`src/rtl/uart_word_tx.sv`:
```
// 8N1 UART transmitter: each accepted AXI-Stream word is sent as
// ceil(WORD_WIDTH/8) byte frames, least-significant byte first.
module uart_word_tx #(
  parameter int WORD_WIDTH = 16
) (
  input  logic                  clk,
  input  logic                  rst,
  input  logic [WORD_WIDTH-1:0] s_axis_tdata,
  input  logic                  s_axis_tvalid,
  output logic                  s_axis_tready,
  input  logic [15:0]           prescale,
  output logic                  txd,
  output logic                  tx_busy
);

  localparam int NBYTES = (WORD_WIDTH + 7) / 8;
  localparam int SHW    = NBYTES * 8;
  localparam int IDXW   = $clog2(NBYTES + 1);
  localparam logic [IDXW-1:0] LAST_IDX = IDXW'(NBYTES - 1);

  typedef enum logic [1:0] {
    IDLE  = 2'd0,
    START = 2'd1,
    DATA  = 2'd2,
    STOP  = 2'd3
  } state_t;

  state_t          state_q;
  logic [SHW-1:0]  shreg_q;
  logic [15:0]     p_q;
  logic [18:0]     pcnt_q;
  logic [2:0]      bit_q;
  logic [IDXW-1:0] idx_q;
  logic            txd_q;

  logic            bit_done_s;
  logic [7:0]      cur_byte_s;

  // The current byte always sits in the low 8 bits; the word shifts down per byte.
  assign cur_byte_s = shreg_q[7:0];
  assign bit_done_s = (pcnt_q == ({p_q, 3'b000} - 19'd1));

  assign txd           = txd_q;
  assign s_axis_tready = (state_q == IDLE);
  assign tx_busy       = (state_q != IDLE);

  // Frame sequencer: start bit, 8 data bits, stop bit, repeated per byte.
  always_ff @(posedge clk) begin
    if (rst) begin
      state_q <= IDLE;
      shreg_q <= '0;
      p_q     <= 16'd0;
      pcnt_q  <= 19'd0;
      bit_q   <= 3'd0;
      idx_q   <= '0;
      txd_q   <= 1'b1;
    end else begin
      case (state_q)
        IDLE: begin
          txd_q <= 1'b1;
          if (s_axis_tvalid) begin
            shreg_q <= SHW'(s_axis_tdata);
            p_q     <= (prescale == 16'd0) ? 16'd1 : prescale;
            idx_q   <= '0;
            pcnt_q  <= 19'd0;
            bit_q   <= 3'd0;
            txd_q   <= 1'b0;
            state_q <= START;
          end
        end
        START: begin
          if (bit_done_s) begin
            pcnt_q  <= 19'd0;
            bit_q   <= 3'd0;
            txd_q   <= cur_byte_s[0];
            state_q <= DATA;
          end else begin
            pcnt_q <= pcnt_q + 19'd1;
          end
        end
        DATA: begin
          if (bit_done_s) begin
            pcnt_q <= 19'd0;
            if (bit_q == 3'd7) begin
              txd_q   <= 1'b1;
              state_q <= STOP;
            end else begin
              bit_q <= bit_q + 3'd1;
              txd_q <= cur_byte_s[bit_q + 3'd1];
            end
          end else begin
            pcnt_q <= pcnt_q + 19'd1;
          end
        end
        STOP: begin
          if (bit_done_s) begin
            pcnt_q <= 19'd0;
            if (idx_q < LAST_IDX) begin
              idx_q   <= idx_q + {{(IDXW-1){1'b0}}, 1'b1};
              shreg_q <= shreg_q >> 4'd8;
              txd_q   <= 1'b0;
              state_q <= START;
            end else begin
              txd_q   <= 1'b1;
              state_q <= IDLE;
            end
          end else begin
            pcnt_q <= pcnt_q + 19'd1;
          end
        end
        default: begin
          txd_q   <= 1'b1;
          state_q <= IDLE;
        end
      endcase
    end
  end

endmodule

```
`config.mk`:
```
export PLATFORM = sky130hd
export DESIGN_NAME = uart_word_tx
export DESIGN_NICKNAME = d
export VERILOG_FILES = /design/src/rtl/uart_word_tx.sv
export SDC_FILE = /design/constraint.sdc
export NUM_CORES = 1
export LEC_CHECK = 0
export ABC_AREA = 1
export CORE_UTILIZATION = 30
export DETAILED_ROUTE_END_ITERATION = 7
export DONT_BUFFER_PORTS = 1
export PLACE_DENSITY = 0.51
export RECOVER_POWER = 25
export SLEW_MARGIN = 30
export SYNTH_ARGS = -nofsm -noshare
export SYNTH_HDL_FRONTEND = slang
export SYNTH_SLANG_ARGS = --single-unit
```
`constraint.sdc`:
```
create_clock -name clk -period 2.9 [get_ports clk]
set_clock_uncertainty 0.05 [all_clocks]
set_input_delay 0.29 -clock clk [delete_from_list [all_inputs] [get_ports clk]]
set_output_delay 0.29 -clock clk [all_outputs]
set_load 0.02 [all_outputs]
```
Yosys cells after proc, flatten, opt, wreduce, memory -nomap -nowiden. Index checks and enable logic that the tools add are counted.

Output and inout bits: 3. ROM bits: 0. Memories kept: 0. RAM bits: 0. Bits in latches: 0. Word-level logic and storage cells: 69. Register bits after elaboration: 59. Input port bits: 35.

Divide/modulo/power cells: 0. Reductions and logical operators: 11. Add/sub/neg operators: 4. Multiplexer cells: 33. Order comparisons: 2. Shift-type cells: 0. Bitwise logic cells: 0. Equal/unequal tests: 12. Multiply operators: 0.

Operators by type and width (count): 16-bit 2-to-1 mux (4); 19-bit 2-to-1 mux (2); 19-bit case mux with 2 select lines (1); 16-bit case mux with 2 select lines (1); 19-bit by 1-bit adder with 19-bit output, second input constant (1); 19-bit equality test (1); 19-bit by 1-bit subtractor with 19-bit output, second input constant (1); 16-bit logical NOT (1); 2-bit 2-to-1 mux (8); 2-bit != test, second input constant (7); 3-bit 2-to-1 mux (4); 5-bit AND reduction (2); 3-bit case mux with 3 select lines (1); 1-bit 2-to-1 mux (8); 2-bit case mux with 4 select lines (1); 2-bit equality test, second input constant (2); 3-bit by 4-bit < comparator with 1-bit output, second input constant (1); 1-bit case mux with 4 select lines (1); 2-bit case mux with 2 select lines (1); 4-bit AND reduction (1); 2-bit nonzero test (2); 3-bit by 1-bit adder with 3-bit output, second input constant (1); 1-bit binary-select mux with 3-bit select (1); 3-bit equality test, second input constant (1); other kinds (8) (8).

Longest topological paths before layout.
Word-level depth: 6. Mapped depth: 19. Depth with buffers taken out: 17.

Worst setup path before layout. Ideal clock, no wire load.

Kind: register to register. Start point: register state_q[0]. End point: register bit_q[0]. Path buffers: 1. Period minus slack after synthesis: 2153 ps. Cell stages (with the launch flop): 10. Data arrival time: 1990 ps. Path slack: 747 ps. Setup time: 113 ps. Data required time: 2737 ps. Cell sequence: dfxtp_1 -> inv_1 -> ha_1 -> inv_1 -> nor2_1 -> clkbuf_1 -> a211oi_1 -> nand3_1 -> nor2_1 -> nor2_1.

Longest elaborated chain between the ends: 3. Elaborated cells between the ends (all ways): 10. Classes of those cells: eq/ne: 6; mux: 1; reduce/logical: 3.

RTL lines: from (decl) (RTL line 28) `state_t state_q;`; from (signal assigned) (RTL line 50) `state_q <= IDLE;`; from (signal assigned) (RTL line 68) `state_q <= START;`; from (signal assigned) (RTL line 76) `state_q <= DATA;`; 2-bit logical NOT *; named net s_axis_tready (RTL line 10) `output logic s_axis_tready,`; 2-bit != test (no source line) / 3-bit nonzero test (equally long branches); 5-bit AND reduction (no source line); to (signal assigned) (RTL line 88) `bit_q <= bit_q + 3'd1;`; to (decl) (RTL line 32) `logic [2:0] bit_q;`.

The timed path passes the listed nets; every way through them passes the cells marked *. A chain may end at the register's enable or synchronous reset.

Worst setup path in the final report.
Start point: register p_q[0]. End point: register pcnt_q[15].

Longest elaborated chain between the ends: 4.

RTL lines: from (decl) (RTL line 30) `logic [15:0] p_q;`; from (signal assigned) (RTL line 63) `p_q <= (prescale == 16'd0) ? 16'd1 : prescale;`; 19-bit by 1-bit subtractor with 19-bit output (RTL line 41) `assign bit_done_s = (pcnt_q == ({p_q, 3'b000} - 19'd1));`; 19-bit equality test (RTL line 41); 19-bit 2-to-1 mux (RTL line 72, 82, 96); 19-bit case mux with 2 select lines (RTL line 58) `case (state_q)`; to (signal assigned) (RTL line 78) `pcnt_q <= pcnt_q + 19'd1;`; to (signal assigned) (RTL line 92) `pcnt_q <= pcnt_q + 19'd1;`; to (signal assigned) (RTL line 108) `pcnt_q <= pcnt_q + 19'd1;`; to (decl) (RTL line 31) `logic [18:0] pcnt_q;`.

Every way passes these cells.

==> results.py <==
metrics = {
    "final_layout": {
        "num_antenna_cells": 0,
        "final_cell_mix": "nand2_1 (171), nor2_1 (69), dfxtp_1 (59), inv_1 (49), a21oi_1 (37)",
        "drive_gt1_frac": 0.0705,
        "fin_nets": 580,
        "final_cells": 682,
        "final_core_util": 0.346,
        "final_common_cell": "nand2_1",
        "syn2layout_area_growth_pct": 12.7,
    },
    "global_route": {
        "grt_pass1_wl_um": 14400,
        "first_global_vias": 3125,
        "grt_max_degree": 33,
        "track_usage": 0.156,
        "antenna_found_initial": 0,
        "overflow": 0,
    },
    "sta": {
        "fin_tns_setup_ps": 0,
        "relSlewSlack": 0.527,
        "rsz0062_at_grt": "false",
        "hold_viol": 0,
        "fin_crit_sh": 0.837,
        "max_slew.worst_pin.slew_ps": 703,
        "period_needed_ps": 2430,
        "max_freq_mhz": 412,
        "setup_violations": 0,
        "drv_slew": 0,
    },
    "synth": {
        "synthArstFlopShare": 0,
        "yosysSeqAreaShare": 0.339,
        "ys_ff_latch": 59,
        "synthMuxAreaShare": 0,
        "yosys.area_share.xor_xnor": 0.0603,
        "netlist_instances": 536,
        "yosys_warnings": 0,
        "synth_cell_types": 34,
        "synthFlopType": "dfxtp_1",
        "syn_area_um2": 3490,
        "synthAdderAreaFrac": 0.0359,
        "yosysTopAreaCell": "dfxtp_1",
        "synth-simple-area-share": 0.390,
        "synth_top_family_by_area": "simple AND/OR/NAND/NOR gates",
        "synth_nets": 581,
        "synth-edff-count": 0,
        "synth.top_cell.area_share": 0.339,
        "syn_area_per_cell_um2": 6.51,
        "synthTopCellsByArea": "dfxtp_1 (34%), nand2_1 (18%), nor2_1 (7.4%)",
        "synth-compound-area-share": 0.0954,
    },
    "cts": {
        "cts_tree": "done",
        "cts_max_level": 3,
        "cts_sinks": 59,
        "cts_made_buffers": 9,
        "cts_buffer_depth": 2,
        "cts-root-buf": "clkbuf_16",
        "cts_resized": 0,
        "clkLatencyLatePin_ps": 320,
        "path_clk_slew_ps": 50,
    },
    "worst_setup_path": {
        "worstPathArrival_ps": 2570,
        "required_ps": 3050,
        "path_max_fanout": 16,
        "startpoint_type": "register",
        "crit_type": "reg2reg",
        "cp-end-kind": "register",
    },
    "die": {
        "initial_core_util": 0.307,
        "die_area_um2": 12100,
        "core_area_um2": 11400,
        "die_x_um": 110,
        "rows": 39,
        "ioPinCount": 38,
        "fp.dieH_um": 110,
    },
    "power_and_ir_drop": {
        "p_sw_mw": 1.40,
        "p_leak_nw": 1.72,
        "ir_drop_v": 0.000546,
        "p_int_mw": 2.14,
        "combinationalPowerShare": 0.392,
        "switching_share": 0.396,
        "powerDensity_nw_per_um2": 899,
        "p_seq_frac": 0.314,
        "pwr-share-clk": 0.295,
    },
    "route": {
        "drt-pass1-iter-count": 4,
        "via_per_inst": 4.71,
        "wl_per_cell_um": 12.3,
        "first_iter_violations": 177,
        "wl_um": 8400,
        "vias": 3213,
        "route.detailed.drc": 0,
        "final_antenna_net_count": 0,
    },
    "placed_design": {
        "portBuffers": 0,
        "dp_cells": 666,
        "place.gp.congestion": 0.821,
        "dp_hpwl_um": 6400,
    },
    "min_path": {
        "hold_path_class": "in2reg",
    },
    "outcome": {
        "status": "completed",
    },
    "run": {
        "max_cap_viol_count": 0,
    },
}
-- cell families after synthesis --
group,after synthesis
xor+xnor,24
flops,59
simple gates,313
fa+ha+maj,10
buf+inv,70
compound gates,60
-- stage by stage --
stage               hold slack [ps]  power, mW  setup slack (ps)  instance area (um^2)
detailed placement              319       2.51               459                  3620
global route                   47.0       3.85               137                  3930
floorplan                       385       2.24               747                  3490
CTS                            44.6       3.58               429                  3940
global placement                318       2.50               498                  3620
finish                         52.8       3.53               472                  3930
-- cell type report --
| class | count | area, um^2 |
|---|---|---|
| Inverter | 53 | 199 |
| Clock buffer | 14 | 294 |
| Fill cell | 1280 | 7440 |
| Tap cell | 143 | 179 |
| Timing Repair Buffer | 5 | 46.3 |
| Clock inverter | 1 | 5.00 |
| Sequential cell | 59 | 1180 |
| Multi-Input combinational cell | 407 | 2030 |
-- worst max-delay path: stages, from the launching register on --
cell and delay, ps:
dfxtp_1 320, inv_1 140, ha_1 320, nand2_1 100, nor2_2 190, nand3_1 120
nand2_1 80, nand2_1 50, nor2_1 80, nand2_1 80, nor2_2 130, nand2_4 120
nand2_2 90, nand2_1 60, nand2_2 260, nor3b_1 100
-- registers in the layout, indices dropped and copies added, names as in the netlist --
register / flops
state_q: 2
shreg_q: 16
idx_q: 2
txd: 1
bit_q: 3
p_q: 16
pcnt_q: 19
-- timing repair --
item / in CTS / in global routing
hold endpoints to repair: 32 / 0
hold buffers: 1 / 0
endpoints found under the setup margin: 0 / 0
setup buffers: 0 / 0
-- synthesized netlist by cell type (2+ instances only) --
library cell / count
a211oi_1: 7
a21oi_1: 37
buf_2: 4
clkbuf_1: 10
clkinv_1: 4
dfxtp_1: 59
ha_1: 10
inv_1: 49
nand2_1: 171
nand2_2: 5
nand3_1: 24
nand4_1: 17
nor2_1: 69
nor2_2: 7
nor3_1: 6
nor3b_1: 2
nor4_1: 4
o21ai_0: 11
o21bai_1: 2
or2_2: 2
xnor2_1: 10
xor2_1: 14
-- path summary, 6_finish.rpt --
kind	depth (start not counted)	slack, ps	end	start
worst min register to register	2	410	idx_q[1]$_SDFFE_PP0P_	idx_q[1]$_SDFFE_PP0P_
worst min-delay path	2	50	p_q[4]$_SDFFE_PP0P_	prescale[4]
worst max-delay path	15	470	pcnt_q[15]$_SDFFE_PP0P_	p_q[0]$_SDFFE_PP0P_
worst max register to register	15	470	pcnt_q[15]$_SDFFE_PP0P_	p_q[0]$_SDFFE_PP0P_
-- per-layer routing --
metal | wire length (um) | global-route usage
met4 | 69 | 0.0495
met2 | 4030 | 0.268
met5 | 0 | 0
met3 | 259 | 0.0385
met1 | 4040 | 0.190
-- power by group through the flow --
stage | combinational, mW | sequential, mW | clock [mW]
after floorplan | 1.15 | 1.08 | 0
after global placement | 1.37 | 1.13 | 0
after detailed placement | 1.38 | 1.13 | 0
after CTS | 1.40 | 1.11 | 1.07
after global routing | 1.61 | 1.13 | 1.12
final | 1.38 | 1.11 | 1.04
No activity file was read; power rests on OpenSTA's default activity.
